[src/rtl/vol_pkg.sv]
// Shared constants and FSM state type for the plane-volume integrator.
//   SURF_W : default width of one plane-surface sample
//   DZ_W   : default width of the plane-spacing operand
//   ACC_W  : trapezoid accumulator width; holds twice the volume, so no overflow
//   VOL_W  : width of the reported volume (acc with its LSB dropped)
//   NP_W   : width of the plane count
package vol_pkg;

    localparam int unsigned SURF_W = 32;
    localparam int unsigned DZ_W   = 8;
    localparam int unsigned ACC_W  = 49;
    localparam int unsigned VOL_W  = 48;
    localparam int unsigned NP_W   = 8;

    typedef enum logic [2:0] {
        IDLE,
        FIRST,
        ACCUM,
        DRAIN,
        DONE
    } state_e;

endpackage

[src/rtl/trapz_mac.sv]
// Trapezoid multiply-accumulate pipeline.
// Stage 1 registers sum = prev + surf; stage 2 adds sum * dz into acc.
// Ports:
//   clk, rst   : clock and asynchronous active-low reset
//   clear      : synchronous clear of the whole pipeline (new scan)
//   enable     : a new (prev, surf) pair is presented this cycle
//   prev, surf : the two plane surfaces bounding one slab
//   dz         : plane spacing for the current scan
//   sum_valid  : stage-1 register holds a sum not yet accumulated
//   acc        : running sum of (S[k-1] + S[k]) * dz, i.e. twice the volume
module trapz_mac
    import vol_pkg::*;
#(
    parameter int unsigned SURF_W = 32,
    parameter int unsigned DZ_W   = 8
) (
    input  logic              clk,
    input  logic              rst,
    input  logic              clear,
    input  logic              enable,
    input  logic [SURF_W-1:0] prev,
    input  logic [SURF_W-1:0] surf,
    input  logic [DZ_W-1:0]   dz,
    output logic              sum_valid,
    output logic [ACC_W-1:0]  acc
);

    localparam int unsigned SUM_W  = SURF_W + 1;
    localparam int unsigned PROD_W = SUM_W + DZ_W;

    logic [SUM_W-1:0]  sum_q;
    logic [PROD_W-1:0] prod;

    // Widen both operands first so the product is not truncated to SUM_W.
    assign prod = PROD_W'(sum_q) * PROD_W'(dz);

    always_ff @(posedge clk or negedge rst) begin
        if (!rst) begin
            sum_q     <= '0;
            sum_valid <= 1'b0;
            acc       <= '0;
        end else if (clear) begin
            sum_q     <= '0;
            sum_valid <= 1'b0;
            acc       <= '0;
        end else begin
            sum_valid <= enable;
            if (enable) begin
                sum_q <= SUM_W'(prev) + SUM_W'(surf);
            end
            if (sum_valid) begin
                acc <= acc + ACC_W'(prod);
            end
        end
    end

endmodule

[src/rtl/plane_volume_integ.sv]
// Plane-volume integrator: trapezoidal integration of a stream of plane
// surfaces, vol = floor(sum_{k=1..N-1} (S[k-1] + S[k]) * dz / 2).
// Ports:
//   clk, rst   : clock and asynchronous active-low reset
//   start      : one-cycle scan start; n_planes and dz are sampled with it
//   n_planes   : number of planes N in the scan
//   dz         : plane spacing
//   abort      : synchronous scan cancel, dominates surf_valid and start
//   surf_valid : strobe qualifying surf
//   surf       : plane surface sample
//   busy       : scan in progress
//   vol_valid  : one-cycle result strobe
//   vol        : scan volume, held until the next result or reset
module plane_volume_integ
    import vol_pkg::*;
#(
    parameter int unsigned SURF_W = 32,
    parameter int unsigned DZ_W   = 8
) (
    input  logic              clk,
    input  logic              rst,
    input  logic              start,
    input  logic [NP_W-1:0]   n_planes,
    input  logic [DZ_W-1:0]   dz,
    input  logic              abort,
    input  logic              surf_valid,
    input  logic [SURF_W-1:0] surf,
    output logic              busy,
    output logic              vol_valid,
    output logic [VOL_W-1:0]  vol
);

    state_e            state;
    logic [NP_W-1:0]   n_q;
    logic [NP_W-1:0]   count;
    logic [DZ_W-1:0]   dz_q;
    logic [SURF_W-1:0] prev;

    logic              start_acc;
    logic              mac_en;
    logic              mac_pending;
    logic [ACC_W-1:0]  acc;

    assign start_acc = (state == IDLE) && start && !abort;
    assign mac_en    = (state == ACCUM) && surf_valid && !abort;

    trapz_mac #(
        .SURF_W (SURF_W),
        .DZ_W   (DZ_W)
    ) u_mac (
        .clk       (clk),
        .rst       (rst),
        .clear     (start_acc),
        .enable    (mac_en),
        .prev      (prev),
        .surf      (surf),
        .dz        (dz_q),
        .sum_valid (mac_pending),
        .acc       (acc)
    );

    always_ff @(posedge clk or negedge rst) begin
        if (!rst) begin
            state     <= IDLE;
            n_q       <= '0;
            count     <= '0;
            dz_q      <= '0;
            prev      <= '0;
            busy      <= 1'b0;
            vol_valid <= 1'b0;
            vol       <= '0;
        end else begin
            vol_valid <= 1'b0;
            case (state)
                IDLE: begin
                    if (start_acc) begin
                        n_q   <= n_planes;
                        dz_q  <= dz;
                        count <= '0;
                        busy  <= 1'b1;
                        // Fewer than two planes bound no slab: report zero directly.
                        state <= (n_planes >= NP_W'(2)) ? FIRST : DONE;
                    end
                end
                FIRST: begin
                    if (abort) begin
                        busy  <= 1'b0;
                        state <= IDLE;
                    end else if (surf_valid) begin
                        prev  <= surf;
                        count <= NP_W'(1);
                        state <= ACCUM;
                    end
                end
                ACCUM: begin
                    if (abort) begin
                        busy  <= 1'b0;
                        state <= IDLE;
                    end else if (surf_valid) begin
                        prev  <= surf;
                        count <= count + NP_W'(1);
                        if (count + NP_W'(1) == n_q) begin
                            state <= DRAIN;
                        end
                    end
                end
                DRAIN: begin
                    // Leave once the last sum has been folded into acc.
                    if (abort) begin
                        busy  <= 1'b0;
                        state <= IDLE;
                    end else if (!mac_pending) begin
                        state <= DONE;
                    end
                end
                DONE: begin
                    if (abort) begin
                        busy  <= 1'b0;
                        state <= IDLE;
                    end else begin
                        vol       <= acc[ACC_W-1:1];
                        vol_valid <= 1'b1;
                        busy      <= 1'b0;
                        state     <= IDLE;
                    end
                end
                default: begin
                    busy  <= 1'b0;
                    state <= IDLE;
                end
            endcase
        end
    end

endmodule

[config.mk]
export PLATFORM = sky130hd
export DESIGN_NAME = plane_volume_integ
export DESIGN_NICKNAME = d
export VERILOG_FILES = /design/src/rtl/vol_pkg.sv /design/src/rtl/trapz_mac.sv /design/src/rtl/plane_volume_integ.sv
export SDC_FILE = /design/constraint.sdc
export NUM_CORES = 1
export LEC_CHECK = 0
export BUFFER_PORTS_ARGS = -buffer_cell sky130_fd_sc_hd__buf_2
export CORE_ASPECT_RATIO = 1.4
export CORE_MARGIN = 2
export CORE_UTILIZATION = 25
export DETAILED_ROUTE_END_ITERATION = 12
export GPL_TIMING_DRIVEN = 0
export HOLD_SLACK_MARGIN = 0.15
export PLACE_DENSITY = 0.35
export SYNTH_ARGS = -nofsm -noshare
export SYNTH_HDL_FRONTEND = slang
export SYNTH_SLANG_ARGS = --single-unit
export TNS_END_PERCENT = 1
[constraint.sdc]
create_clock -name clk -period 14.6 [get_ports clk]
set_input_delay 1.46 -clock clk [delete_from_list [all_inputs] [get_ports clk]]
set_output_delay 1.46 -clock clk [all_outputs]
set_load 0.02 [all_outputs]
==> results.sh, run 1 <==
export IMPL_whs_ns=0.501
export IMPL_fmax_ghz=0.136
export IMPL_ys_flop_type="dfrtp_1"
export IMPL_syn2layout_area_growth_pct=12.2
export IMPL_io_buffer_count=101
export IMPL_hold_viol=0
export IMPL_dpl_hpwl_microns=50200
export IMPL_slew_headroom_pct=9.64
export IMPL_drive_above_1_share_pct=11.3
export IMPL_syn_area_sq_mm=0.0190
export IMPL_cp_end_kind="flip-flop"
export IMPL_via_per_inst=4.55
export IMPL_die_area_sq_mm=0.0783
export IMPL_post_route_period_util_pct=50.4
export IMPL_crit_path_max_incr_delay_ns=0.79
export IMPL_ys_top_cells_by_count="inv_1 (315), fa_1 (226), nand2_1 (222)"
export IMPL_grt_pass1_vias=15400
export IMPL_clkSlewWorstSetupHoldPaths_ns=0.09
export IMPL_regToRegSetupSlack_ns=7.24
export IMPL_cp_start_kind="flip-flop"
export IMPL_worstSetupPathType="reg -> reg"
export IMPL_clk_path_buf_depth=2
export IMPL_rows=119
export IMPL_clockRootBuffer="clkbuf_16"
export IMPL_synth_edf_count=0
export IMPL_reg2regPathDepth=20
export IMPL_grt_overflow_total=0
export IMPL_p_switching_mw=2.28
export IMPL_syn_nets=2399
export IMPL_grt_use_total_pct=16.3
export IMPL_grt_first_pass_wirelength_microns=94600
export IMPL_ys_seq_area_share_pct=25.3
export IMPL_cts_tree="built"
export IMPL_grt_max_degree=105
export IMPL_post_cts_resized=0
export IMPL_diodes=0
export IMPL_r2r_end="u_mac.acc[40]$_DFFE_PN0P_"
export IMPL_outcome="finished, final reports clean"
export IMPL_crit_buf_inv=5
export IMPL_clock_sinks=192
export IMPL_r2r_start="dz_q[0]$_DFFE_PN0P_"
export IMPL_gp_congestion=0.819
export IMPL_maxSlewViolCount=0
export IMPL_coreArea_sq_mm=0.0752
export IMPL_finalSetupViolations=0
export IMPL_drt_iter0_markers=553
export IMPL_hold_depth=1
export IMPL_p_leak_nw=10.6
export IMPL_rsz0062_at_grt="no"
export IMPL_nets=2520
export IMPL_clock_latency_ns=0.52
export IMPL_finalPower_mw=4.29
export IMPL_syn_avg_cell_area_sq_um=9.40
export IMPL_pwr_share_clk_pct=11.1
export IMPL_routedWlPerCell_microns=19.6
export IMPL_yosys_area_top_type="dfrtp_1"
export IMPL_fin_area_sq_mm=0.0213
export IMPL_internal_power_mw=2.01
export IMPL_worstHoldPathType="reg -> reg"
export IMPL_htreeDepth=4
export IMPL_power_frac_comb_pct=66.7
export IMPL_synth_area_leaders="dfrtp_1 (25%), fa_1 (24%), ha_1 (6.5%), and2_1 (6.2%), inv_1 (6.2%)"
export IMPL_worst_path_max_delay_cell="o31ai_1"
export IMPL_drcViolationCount=0
export IMPL_powerDensity_mw_per_mm2=201
export IMPL_ys_seq_elements=192
export IMPL_max_cap_violations=0
export IMPL_tightest_slew_ns=1.36
export IMPL_start_util_pct=25.3
export IMPL_dr_pass1_iters=4
export IMPL_yosysMostFrequentCell="inv_1"
export IMPL_peakVddDrop_mv=0.0779
export IMPL_ios=103
export IMPL_vias=14200
export IMPL_synth_top_area_share_pct=25.3
export IMPL_dpl_cell_area_sq_mm=0.0208
export IMPL_crit_fanout=10
export IMPL_switching_share_pct=53.1
export IMPL_die_w_microns=237
export IMPL_min_to="vol[18]$_DFFE_PN0P_"
export IMPL_finalCriticalPeriod_ns=7.36
export IMPL_final_setup_tns_ns=0
export IMPL_pwr_share_seq_pct=22.1
export IMPL_antenna_found_initial=0
export IMPL_cts_made_buffers=17
export IMPL_async_reset_ff_share_pct=100
export IMPL_synthDistinctLibCells=72
export IMPL_synthCells=2021
export IMPL_worstPathCellList="clkbuf_1 > clkbuf_1 > nand2_1 > fa_1 > inv_1 > fa_1 > fa_1 > inv_1 > fa_1 > inv_1 > ha_1 > a21o_2 > a21oi_1 > a21oi_1 > o31ai_1 > a21oi_1 > a21oi_1 > o21ai_0 > a2bb2oi_1 > o311ai_0"
export IMPL_ant_nets=0
export IMPL_drt_wl_total_microns=61000
export IMPL_post_route_util_pct=28.3
export IMPL_die_h_microns=330
export IMPL_ys_warn_count=0
export IMPL_critPathTopFamily="compound AO/OA/AOI/OAI gates"
export IMPL_critical_path_cell_count=20
export IMPL_required_ns=14.95
export IMPL_cts_setup_buffers=0
export IMPL_arrival_ns=7.71
export IMPL_clock_skew_ns=0.0157
export IMPL_min_from="vol[18]$_DFFE_PN0P_"
export IMPL_cts_hold_buf=0
## kinds of logic after synthesis
family	count (synthesis)	synth area share, %
compound gates	304	10.2
xor+xnor	76	3.50
fa+ha+maj	325	30.3
buf+inv	395	8.16
flops	192	25.3
mux	112	6.43
simple gates	617	16.0
## how the worst max path moves through the flow
stage	from	end
floorplan	dz_q[0]$_DFFE_PN0P_	u_mac.acc[43]$_DFFE_PN0P_
global placement	dz_q[0]$_DFFE_PN0P_	u_mac.acc[45]$_DFFE_PN0P_
detailed placement	dz_q[0]$_DFFE_PN0P_	u_mac.acc[45]$_DFFE_PN0P_
CTS	dz_q[0]$_DFFE_PN0P_	u_mac.acc[45]$_DFFE_PN0P_
global route	dz_q[0]$_DFFE_PN0P_	u_mac.acc[40]$_DFFE_PN0P_
finish	dz_q[0]$_DFFE_PN0P_	u_mac.acc[40]$_DFFE_PN0P_
## power groups by stage
| stage | combinational, mW | clock [mW] | sequential, mW |
|---|---|---|---|
| after floorplan | 2.07 | 0 | 0.871 |
| after global placement | 2.93 | 0 | 0.967 |
| after detailed placement | 2.94 | 0 | 0.972 |
| after CTS | 2.95 | 0.507 | 0.960 |
| after global routing | 3.29 | 0.516 | 0.985 |
| final | 2.86 | 0.478 | 0.949 |
## sequential cells by signal, summed over array words and instances, names as in the netlist
| name | count |
|---|---|
| vol_valid | 1 |
| dz_q | 8 |
| count | 8 |
| u_mac.acc | 49 |
| vol | 48 |
| busy | 1 |
| n_q | 8 |
| u_mac.sum_valid | 1 |
| prev | 32 |
| u_mac.sum_q | 33 |
| state | 3 |
## cells in the final DEF (no fill, tap or decap), types with 42 or more instances in the layout
cell and count:
a21oi_1 84, and2_1 189, buf_2 103, clkbuf_1 66
dfrtp_1 192, fa_1 226, ha_1 99, inv_1 315
mux2_2 80, nand2_1 222, nor2_1 91, o21ai_0 83
xnor2_1 42
## worst reg2reg max path: stages, from the launching register on
cell and delay, ns:
dfrtp_1 0.33, clkbuf_1 0.55, clkbuf_1 0.57, nand2_1 0.15, fa_1 0.52, inv_1 0.05, fa_1 0.46, fa_1 0.50
inv_1 0.06, fa_1 0.53, inv_1 0.04, ha_1 0.34, a21o_2 0.25, a21oi_1 0.35, a21oi_1 0.17, o31ai_1 0.79
a21oi_1 0.34, a21oi_1 0.52, o21ai_0 0.28, a2bb2oi_1 0.20, o311ai_0 0.19
## final cells by class
cell class | count | area (sq um)
fillers | 8049 | 53900
multi-input cells | 1434 | 12700
flip-flops and latches | 192 | 4800
well taps | 968 | 1210
inverters | 315 | 1180
repair buffers | 102 | 543
clock buffers | 18 | 429
plain buffers | 80 | 368
clock inverters | 13 | 123
## per-stage QoR
stage	instances	setup WS (ns)
6_report	3122	7.24
5_1_grt	3122	6.88
4_1_cts	3122	7.12
3_5_place_dp	3091	7.15
3_3_place_gp	3090	7.12
2_1_floorplan	2021	9.42
## per-layer routing
metal	wire [microns]	track usage [%]	part of all wire, %
met1	25000	18.7	41
met2	32300	29.9	53
met3	1580	2.33	2.6
met4	2230	7.02	3.7
met5	0	0	0
No activity file was read; power rests on OpenSTA's default activity.
==> inputs of run 2 (changes only) <==
clock period = 7.6 ns   (was 14.6 ns; I/O delays follow)
==> results.sh, run 2 (synthesis results as in run 1) <==
export IMPL_crit_fanout=10
export IMPL_nets=2520
export IMPL_worstSetupPathType="reg -> reg"
export IMPL_vias=14200
export IMPL_clock_skew_ns=0.0157
export IMPL_final_setup_tns_ns=0
export IMPL_clkSlewWorstSetupHoldPaths_ns=0.09
export IMPL_routedWlPerCell_microns=19.6
export IMPL_drt_iter0_markers=549
export IMPL_cts_setup_buffers=0
export IMPL_slew_headroom_pct=9.64
export IMPL_layout_common_cells="inv_1 (315), fa_1 (226), nand2_1 (222)"
export IMPL_grt_first_pass_wirelength_microns=94600
export IMPL_p_leak_nw=10.6
export IMPL_seq_area_sq_mm=0.00480
export IMPL_worstHoldPathType="in -> async"
export IMPL_drcViolationCount=0
export IMPL_drive_above_1_share_pct=11.4
export IMPL_worst_path_max_delay_cell="a2111oi_2"
export IMPL_cp_end_kind="flip-flop"
export IMPL_cts_made_buffers=17
export IMPL_tightest_slew_ns=1.36
export IMPL_diodes=0
export IMPL_crit_buf_inv=5
export IMPL_max_cap_violations=0
export IMPL_dpl_hpwl_microns=50200
export IMPL_finalCriticalPeriod_ns=7.26
export IMPL_rows=119
export IMPL_critPathTopFamily="compound AO/OA/AOI/OAI gates"
export IMPL_arrival_ns=7.66
export IMPL_cp_start_kind="flip-flop"
export IMPL_fillers=8049
export IMPL_hold_viol=0
export IMPL_ios=103
export IMPL_grt_overflow_total=0
export IMPL_finalSetupViolations=0
export IMPL_die_area_sq_mm=0.0783
export IMPL_via_per_inst=4.55
export IMPL_post_cts_resized=0
export IMPL_syn2layout_area_growth_pct=12.2
export IMPL_worstPathCellList="clkbuf_1 > clkbuf_1 > nand2_1 > fa_1 > inv_1 > fa_1 > fa_1 > inv_1 > fa_1 > inv_1 > ha_1 > nand4_1 > o22ai_1 > a41oi_2 > a2111oi_2 > o21ai_1 > a211o_2 > o21ai_4 > a21bo_2 > a21oi_1"
export IMPL_reg_top3="u_mac.acc: 49 flops, vol: 48 flops, u_mac.sum_q: 33 flops"
export IMPL_outcome="finished, final reports clean"
export IMPL_dr_pass1_iters=4
export IMPL_peakVddDrop_mv=0.150
export IMPL_top_register="u_mac.acc"
export IMPL_start_util_pct=25.3
export IMPL_layout_commonest_cell="inv_1"
export IMPL_post_route_period_util_pct=95.5
export IMPL_maxSlewViolCount=0
export IMPL_grt_use_total_pct=16.3
export IMPL_rsz0062_at_grt="no"
export IMPL_clock_sinks=192
export IMPL_gp_congestion=0.819
export IMPL_grt_max_degree=105
export IMPL_crit_path_max_incr_delay_ns=0.66
export IMPL_clock_latency_ns=0.52
export IMPL_htreeDepth=4
export IMPL_drt_wl_total_microns=61000
export IMPL_finalPower_mw=8.24
export IMPL_fmax_ghz=0.138
export IMPL_cts_hold_buf=0
export IMPL_antenna_found_initial=0
export IMPL_required_ns=8.00
export IMPL_die_w_microns=237
export IMPL_cts_tree="built"
export IMPL_coreArea_sq_mm=0.0752
export IMPL_clockRootBuffer="clkbuf_16"
export IMPL_clk_path_buf_depth=2
export IMPL_io_buffer_count=101
export IMPL_multiInputGateArea_sq_mm=0.0127
export IMPL_powerDensity_mw_per_mm2=386
export IMPL_crit_top_cell="fa_1"
export IMPL_grt_pass1_vias=15400
export IMPL_die_h_microns=330
export IMPL_largest_reg_flops=49
export IMPL_ant_nets=0
[run 2: final cells by class]
class / instances / share of cell area [%]
well taps: 968 / 5.68
clock buffers: 18 / 2.01
plain buffers: 80 / 1.73
flip-flops and latches: 192 / 22.5
repair buffers: 102 / 2.55
inverters: 315 / 5.55
clock inverters: 13 / 0.575
multi-input cells: 1434 / 59.4
[run 2: worst paths after layout]
path | depth (start not counted) | slack, ns | from | endpoint
worst max-delay path | 20 | 0.34 | dz_q[0]$_DFFE_PN0P_ | u_mac.acc[43]$_DFFE_PN0P_
worst min-delay path | 1 | 0.24 | rst | vol[43]$_DFFE_PN0P_
worst max register to register | 20 | 0.34 | dz_q[0]$_DFFE_PN0P_ | u_mac.acc[43]$_DFFE_PN0P_
worst min register to register | 1 | 0.50 | vol[18]$_DFFE_PN0P_ | vol[18]$_DFFE_PN0P_
max in group asynchronous | 2 | 6.32 | rst | prev[22]$_DFFE_PN0P_
min in group clk | 3 | 0.43 | n_planes[0] | n_q[0]$_DFFE_PN0P_
[run 2: worst register-to-register path, stage by stage, from the launching register on]
cell       delay [ns]
dfrtp_1          0.33
clkbuf_1         0.55
clkbuf_1         0.65
nand2_1          0.16
fa_1             0.54
inv_1            0.06
fa_1             0.49
fa_1             0.55
inv_1            0.06
fa_1             0.53
inv_1            0.04
ha_1             0.38
nand4_1          0.28
o22ai_1          0.58
a41oi_2          0.20
a2111oi_2        0.66
o21ai_1          0.23
a211o_2          0.39
o21ai_4          0.25
a21bo_2          0.17
a21oi_1          0.05
[run 2: per-stage QoR]
step	utilization, %	instances	worst slack [ns]	hold WS (ns)	instance area, sq um
after global routing	28.4	3122	0.0298	0.289	21300
after floorplan	-	2021	2.42	0.464	19000
after detailed placement	27.6	3091	0.150	0.490	20800
after CTS	28.3	3122	0.123	0.259	21300
after global placement	27.6	3090	0.117	0.486	20700
final	28.4	3122	0.340	0.237	21300
[run 2: where the power goes]
part / total [mW] / internal, mW / switching (mW)
Combinational: 5.50 / 2.08 / 3.42
Clock: 0.918 / 0.429 / 0.488
Sequential: 1.82 / 1.36 / 0.464
Total: 8.24 / 3.86 / 4.37
[run 2: layer usage]
metal,GRT usage (%),part of all wire (%),vias up
met3,2.33,2.6,60
met1,18.7,41,7191
met4,7.02,3.7,0
met2,29.9,53,220
met5,0,0,-
li1,-,-,6737
